<file path="config.mk">
export PLATFORM = sky130hd
export DESIGN_NAME = seg_dynamic_flat
export DESIGN_NICKNAME = d
export VERILOG_FILES = /design/src/rtl/seg_pkg.sv /design/src/rtl/seg_dynamic_if.sv /design/src/rtl/seg_scan_timer.sv /design/src/rtl/seg_dynamic.sv /design/src/flat_wrapper.sv
export SDC_FILE = /design/constraint.sdc
export NUM_CORES = 1
export LEC_CHECK = 0
export CAP_MARGIN = 20
export CELL_PAD_IN_SITES_DETAIL_PLACEMENT = 1
export CELL_PAD_IN_SITES_GLOBAL_PLACEMENT = 1
export CORE_ASPECT_RATIO = 1.4
export CORE_UTILIZATION = 40
export CTS_CLUSTER_SIZE = 30
export DETAILED_ROUTE_END_ITERATION = 10
export GPL_ROUTABILITY_DRIVEN = 0
export PLACE_DENSITY_LB_ADDON = 0.2
export SYNTH_ARGS = -nofsm -noshare
export SYNTH_HDL_FRONTEND = slang
export SYNTH_HIERARCHICAL = 1
export SYNTH_SLANG_ARGS = --single-unit
export TNS_END_PERCENT = 5
</file>
<file path="constraint.sdc">
create_clock -name sys_clk -period 3.6 [get_ports sys_clk]
set_input_delay 0.36 -clock sys_clk [delete_from_list [all_inputs] [get_ports sys_clk]]
set_output_delay 0.36 -clock sys_clk [all_outputs]
set_load 0.02 [all_outputs]
</file>
<file path="src/rtl/seg_pkg.sv">
// seg_pkg: shared active-low 7-segment codes and the hex-to-segment decoder
package seg_pkg;
    localparam logic [7:0] SEG_0 = 8'hC0, SEG_1 = 8'hF9, SEG_2 = 8'hA4, SEG_3 = 8'hB0;
    localparam logic [7:0] SEG_4 = 8'h99, SEG_5 = 8'h92, SEG_6 = 8'h82, SEG_7 = 8'hF8;
    localparam logic [7:0] SEG_8 = 8'h80, SEG_9 = 8'h90, SEG_A = 8'h88, SEG_B = 8'h83;
    localparam logic [7:0] SEG_C = 8'hC6, SEG_D = 8'hA1, SEG_E = 8'h86, SEG_F = 8'h8E;
    localparam logic [7:0] SEG_IDLE = 8'hFF;

    function automatic logic [6:0] hex_to_seg(input logic [3:0] hex);
        case (hex)
            4'h0: return SEG_0[6:0];
            4'h1: return SEG_1[6:0];
            4'h2: return SEG_2[6:0];
            4'h3: return SEG_3[6:0];
            4'h4: return SEG_4[6:0];
            4'h5: return SEG_5[6:0];
            4'h6: return SEG_6[6:0];
            4'h7: return SEG_7[6:0];
            4'h8: return SEG_8[6:0];
            4'h9: return SEG_9[6:0];
            4'hA: return SEG_A[6:0];
            4'hB: return SEG_B[6:0];
            4'hC: return SEG_C[6:0];
            4'hD: return SEG_D[6:0];
            4'hE: return SEG_E[6:0];
            default: return SEG_F[6:0];
        endcase
    endfunction
endpackage

</file>
<file path="src/rtl/seg_dynamic_if.sv">
// seg_dynamic_if: host data strobe plus display pin bundle for seg_dynamic
interface seg_dynamic_if #(parameter int DIGITS = 6);
    logic                  load;
    logic [4*DIGITS-1:0]   data_in;
    logic [DIGITS-1:0]     dp_in;
    logic [DIGITS-1:0]     blank_in;
    logic                  lz_en;
    logic [DIGITS-1:0]     sel;
    logic [7:0]            seg;
    logic                  load_pend;
    logic                  frame_done;

    modport master (output load, data_in, dp_in, blank_in, lz_en,
                    input sel, seg, load_pend, frame_done);
    modport slave  (input load, data_in, dp_in, blank_in, lz_en,
                    output sel, seg, load_pend, frame_done);
endinterface

</file>
<file path="src/rtl/seg_scan_timer.sv">
// seg_scan_timer: slot counter and digit index; commit marks the last cycle of a frame
module seg_scan_timer #(
    parameter int DIGITS       = 6,
    parameter int SCAN_CNT_MAX = 49_999,
    parameter int CNT_W        = 16
) (
    input  logic                      sys_clk,
    input  logic                      sys_rst_n,
    output logic [CNT_W-1:0]          cnt_scan,
    output logic [$clog2(DIGITS)-1:0] digit_idx,
    output logic                      commit
);
    localparam int IDX_W = $clog2(DIGITS);
    logic slot_wrap;

    assign slot_wrap = cnt_scan == CNT_W'(SCAN_CNT_MAX);
    assign commit    = slot_wrap && digit_idx == IDX_W'(DIGITS - 1);

    always_ff @(posedge sys_clk or negedge sys_rst_n)
        if (!sys_rst_n) begin
            cnt_scan  <= '0;
            digit_idx <= '0;
        end else begin
            cnt_scan <= slot_wrap ? '0 : cnt_scan + 1'b1;
            if (slot_wrap) digit_idx <= commit ? '0 : digit_idx + 1'b1;
        end
endmodule

</file>
<file path="src/rtl/seg_dynamic.sv">
// seg_dynamic: multiplexed 7-segment driver with per-digit hex/dp, leading-zero
// suppression, slot blanking and a shadow buffer committed only at frame end
module seg_dynamic
    import seg_pkg::*;
#(
    parameter int DIGITS       = 6,
    parameter int SCAN_CNT_MAX = 49_999,
    parameter int BLANK_CYC    = 500,
    parameter int CNT_W        = 16
) (
    input logic          sys_clk,
    input logic          sys_rst_n,
    seg_dynamic_if.slave bus
);
    localparam int IDX_W = $clog2(DIGITS);

    logic [CNT_W-1:0]    cnt_scan;
    logic [IDX_W-1:0]    digit_idx;
    logic                commit;
    logic [4*DIGITS-1:0] shadow_data, active_data;
    logic [DIGITS-1:0]   shadow_dp, active_dp, shadow_blank, active_blank;
    logic [DIGITS-1:0]   dark;
    logic                zero_run;
    logic [3:0]          nib;

    seg_scan_timer #(
        .DIGITS(DIGITS), .SCAN_CNT_MAX(SCAN_CNT_MAX), .CNT_W(CNT_W)
    ) u_timer (
        .sys_clk(sys_clk), .sys_rst_n(sys_rst_n),
        .cnt_scan(cnt_scan), .digit_idx(digit_idx), .commit(commit)
    );

    // walk down from the most significant digit while every digit so far is an undotted zero
    always_comb begin
        dark     = active_blank;
        zero_run = 1'b1;
        for (int k = DIGITS - 1; k >= 1; k--) begin
            zero_run = zero_run & (active_data[4*k +: 4] == 4'd0) & ~active_dp[k];
            dark[k]  = dark[k] | (bus.lz_en & zero_run);
        end
    end

    assign nib = active_data[{digit_idx, 2'b00} +: 4];

    always_ff @(posedge sys_clk or negedge sys_rst_n)
        if (!sys_rst_n) begin
            shadow_data    <= '0;
            shadow_dp      <= '0;
            shadow_blank   <= '0;
            active_data    <= '0;
            active_dp      <= '0;
            active_blank   <= '0;
            bus.load_pend  <= 1'b0;
            bus.frame_done <= 1'b0;
            bus.sel        <= '0;
            bus.seg        <= SEG_IDLE;
        end else begin
            if (bus.load) begin
                shadow_data  <= bus.data_in;
                shadow_dp    <= bus.dp_in;
                shadow_blank <= bus.blank_in;
            end
            if (commit && bus.load_pend) begin
                active_data  <= shadow_data;
                active_dp    <= shadow_dp;
                active_blank <= shadow_blank;
            end
            bus.load_pend  <= bus.load | (bus.load_pend & ~commit);
            bus.frame_done <= commit;
            bus.sel        <= DIGITS'(1) << digit_idx;
            bus.seg        <= (cnt_scan < CNT_W'(BLANK_CYC) || dark[digit_idx]) ? SEG_IDLE
                                : {~active_dp[digit_idx], hex_to_seg(nib)};
        end
endmodule

</file>
<file path="src/flat_wrapper.sv">
// flat-port wrapper written by rule: the top's interface ports become plain ports
module seg_dynamic_flat import seg_pkg::*;
#(
    parameter int DIGITS       = 6,
    parameter int SCAN_CNT_MAX = 49_999,
    parameter int BLANK_CYC    = 500,
    parameter int CNT_W        = 16
)
  (sys_clk, sys_rst_n, bus_load, bus_data_in, bus_dp_in, bus_blank_in, bus_lz_en, bus_sel, bus_seg, bus_load_pend, bus_frame_done);
  seg_dynamic_if #(.DIGITS(DIGITS)) bus_i ();
  input logic sys_clk;
  input logic sys_rst_n;
  input wire logic [$bits(bus_i.load)-1:0] bus_load;
  input wire logic [$bits(bus_i.data_in)-1:0] bus_data_in;
  input wire logic [$bits(bus_i.dp_in)-1:0] bus_dp_in;
  input wire logic [$bits(bus_i.blank_in)-1:0] bus_blank_in;
  input wire logic [$bits(bus_i.lz_en)-1:0] bus_lz_en;
  output wire logic [$bits(bus_i.sel)-1:0] bus_sel;
  output wire logic [$bits(bus_i.seg)-1:0] bus_seg;
  output wire logic [$bits(bus_i.load_pend)-1:0] bus_load_pend;
  output wire logic [$bits(bus_i.frame_done)-1:0] bus_frame_done;
  assign bus_i.load = bus_load;
  assign bus_i.data_in = bus_data_in;
  assign bus_i.dp_in = bus_dp_in;
  assign bus_i.blank_in = bus_blank_in;
  assign bus_i.lz_en = bus_lz_en;
  assign bus_sel = bus_i.sel;
  assign bus_seg = bus_i.seg;
  assign bus_load_pend = bus_i.load_pend;
  assign bus_frame_done = bus_i.frame_done;
  seg_dynamic #(.DIGITS(DIGITS), .SCAN_CNT_MAX(SCAN_CNT_MAX), .BLANK_CYC(BLANK_CYC), .CNT_W(CNT_W)) u_core (.sys_clk(sys_clk), .sys_rst_n(sys_rst_n), .bus(bus_i));
endmodule
</file>
==> metrics.md <==
| Metric | Value |
|---|---|
| I/O Buffers | 55 |
| CP cell instances | buf_4 > mux4_2 > nand2_1 > o21ai_0 > ha_1 > or3_1 > o221ai_1 > nand2_1 |
| TritonCTS Buffers | 9 |
| Max-cap violations | 0 |
| # rows | 46 |
| Worst Reg-to-Reg Cells | 8 |
| Most common cell after layout, fill and taps aside | dfrtp_1 |
| Syn Inst Count | about 360 |
| FF-to-FF End | u_core/bus.seg[0]$_DFF_PN1_ |
| Via count | approximately 3k |
| Pin count of the biggest net entering global routing | 69 |
| Seq cells post-synth | roughly 110 |
| Final worst-path cycle share | around 72% |
| Critical Path AT | about 2.9 ns |
| Vias in the first global route | roughly 3.2k |
| Share of layout cells above drive strength 1 | between 20% and 30% |
| Post-synth EDFFs | 0 |
| Most frequent cells in the layout | dfrtp_1 (99), mux2_2 (73), clkdlybuf4s50_1 (54) |
| Hold buffers post-CTS | 0 |
| Worst path most repeated cell | nand2_1 |
| Crit Path Max Fanout | 18 |
| CP Data Required Time | roughly 3.9 ns |
| Clk_lat worst skew | between 0.3 and 0.4 ns |
| Synthesized area | about 0.0048 sq mm |
| Ports | 56 |
| Post-Synth Adder-Cell Area | roughly 2.3% |
| Met3 WL | around 240 um |
| CTS-repair resized insts | 0 |
| Worst Max-Slew Pin Slew | between 0.8 and 0.9 ns |
| YS warnings | 6 |
| Max stage delay cell, worst path | mux4_2 |
| Number of cells on the critical path | 8 |
| WP buf/inv | 1 |
| Sequential cell area fraction in the yosys report | 56.1% |
| Skew final | between 0.007 and 0.008 ns |
| Initial Util | 41.7% |
| Die ar. | between 0.01 and 0.015 sq mm |
| Post-layout min period | 2.60 ns |
| Multiplexer share of the synthesized area | between 20% and 30% |
| GR Overflow Total | 0 |
| WL per Instance | approximately 17 um |
| Worst Setup Start Kind | register |
| Drt first pass iters | 4 |
| Fmax | 0.385 GHz |
| Hold_ws | between 0.1 and 0.15 ns |
| CP Class | register to register |
| Chip width | roughly 95 um |
| Reg2reg start | u_core/u_timer/digit_idx[0]$_DFFE_PN0N_ |
| Setup repair after global routing missed its margin | no |
| Synth Area in XOR/XNOR | around 2.7% |
| GRT Overall Usage | between 10% and 20% |
| Clock Tree Buf Depth | 2 |
| Top Layer Used | met4 |
| Leak pwr | between 2 and 2.5 nW |
| Setup crit end kind | register |
| Post-synthesis compound-gate area fraction | between 4 and 5% |
| Clock sinks | roughly 110 |
| CTS tree | built |
| Vias per inst | 5.29 |
| Chip height | 132 um |
| PD cells | around 410 mW/mm^2 |
| Crit-path leading delay family | simple AND/OR/NAND/NOR gates |
| Initial antenna violation count | 0 |
| Main flop type after synthesis | dfrtp_1 |
| Met1 WL | ~4 mm |
| H-tree levels | 3 |
| Reg clk slew, reported paths | around 0.07 ns |
| Drt drc | 0 |
| Post-DP HPWL | between 7 and 8 mm |
| Antenna cells | 0 |
| Asr flop ratio synth | 100% |
| Syn avg cell area | 13.5 sq um |
| Routed Antenna Nets | 0 |
| Hold Vio Cnt, Final | 0 |
| Initial DRC Count | 157 |
| Slew margin rel. | about 45% |
| Setup TNS | 0 ns |
| Unique masters post-synth | 48 |
| Clock root cell | clkbuf_16 |
| # Post-CTS Setup Buffers | 0 |
| Largest family of logic cells by synthesized area | multiplexers |
| Maximum VDD drop | ~210 uV |
| Slew Limit Fails | 0 |
| Area delta synth->final | 20.6% |
| HP Class | input port to asynchronous set/reset pin |
| Worst Setup SP | u_core/u_timer/digit_idx[0]$_DFFE_PN0N_ |
| Syn nets | between 400 and 500 |
| Flop2flop setup slack | approximately 1.0 ns |
| Global-route wire length before repair | around 16 mm |
| Metal2 WL | between 5 and 6 mm |
| Synth Area in Simple Gates | between 10% and 20% |
| Largest stage delay, worst path | approximately 0.54 ns |
| Core Box Area | 0.0115 sq mm |
| Final WL | roughly 9.7 mm |
| NumNets Final | 462 |
| Setup violators final | 0 |
| Status | finished, final reports clean |
## routing by layer
| layer | vias to the layer above | global-route usage, % |
|---|---|---|
| li1 | 1402 | - |
| met4 | 0 | 7.24 |
| met5 | - | 0 |
| met1 | 1506 | 21.0 |
| met3 | 14 | 3.18 |
| met2 | 51 | 29.5 |
## Yosys cell counts, drive strengths merged (4+ instances only)
library cell,instances,area [sq um]
buf,6,57.6
clkbuf,7,26.3
dfrtp,99,2480
dfstp,8,210
ha,9,113
inv,9,33.8
mux2,73,822
mux2i,15,150
nand2,15,56.3
nand3,11,60.1
nand4,7,43.8
nor2,23,86.3
nor3,4,35.0
nor4,8,95.1
o21ai,9,45.0
o221ai,4,35.0
or4,5,41.3
xnor2,12,105
## power breakdown
part / total, mW / internal [mW] / switching (mW)
sequential: 1.26 / 1.24 / 0.0222
clock: 1.00 / 0.551 / 0.452
combinational: 0.123 / 0.0760 / 0.0468
## per-stage QoR
step | util (%) | std cells | area (sq um) | total power [mW] | setup WS (ns)
global route | 50.2 | 562 | 5780 | 2.49 | 0.854
finish | 50.2 | 562 | 5780 | 2.39 | 1.00
floorplan | - | 355 | 4790 | 1.33 | 1.43
CTS | 50.2 | 562 | 5780 | 2.43 | 0.976
global placement | 47.6 | 546 | 5480 | 1.41 | 1.14
detailed placement | 47.6 | 546 | 5480 | 1.42 | 1.01
## sequential cells by signal, indices dropped and copies added (netlist names)
name                      count
u_core/active_dp              6
u_core/shadow_data           24
u_core/shadow_blank           6
u_core/shadow_dp              6
u_core/bus.load_pend          1
u_core/bus.frame_done         1
u_core/active_blank           6
u_core/u_timer/digit_idx      3
u_core/active_data           24
u_core/u_timer/cnt_scan      16
u_core/bus.sel                6
u_core/bus.seg                8
## layout make-up
class | count | area (sq um)
Multi-Input combinational cell | 226 | 1990
Sequential cell | 107 | 2690
Clock buffer | 9 | 225
Fill cell | 1179 | 5730
Clock inverter | 7 | 82.6
Inverter | 9 | 33.8
Timing Repair Buffer | 60 | 586
Tap cell | 144 | 180
## how the worst max path moves through the flow
stage	end
6_report	u_core/bus.seg[0]$_DFF_PN1_
3_3_place_gp	u_core/bus.seg[0]$_DFF_PN1_
3_5_place_dp	u_core/bus.seg[0]$_DFF_PN1_
4_1_cts	u_core/bus.seg[0]$_DFF_PN1_
2_1_floorplan	u_core/bus.seg[0]$_DFF_PN1_
5_1_grt	u_core/bus.seg[0]$_DFF_PN1_
## logic make-up (layout without fill, tap and decap cells)
group                    Yosys count  in the layout
AO/OA/AOI/OAI                     27             27
XOR/XNOR                          15             15
adder cells (fa/ha/maj)            9              9
buffers and inverters             22             85
flip-flops                       107            107
multiplexers                      91             91
AND/OR/NAND/NOR                   84             84
Power figures use the tool's default switching activity.
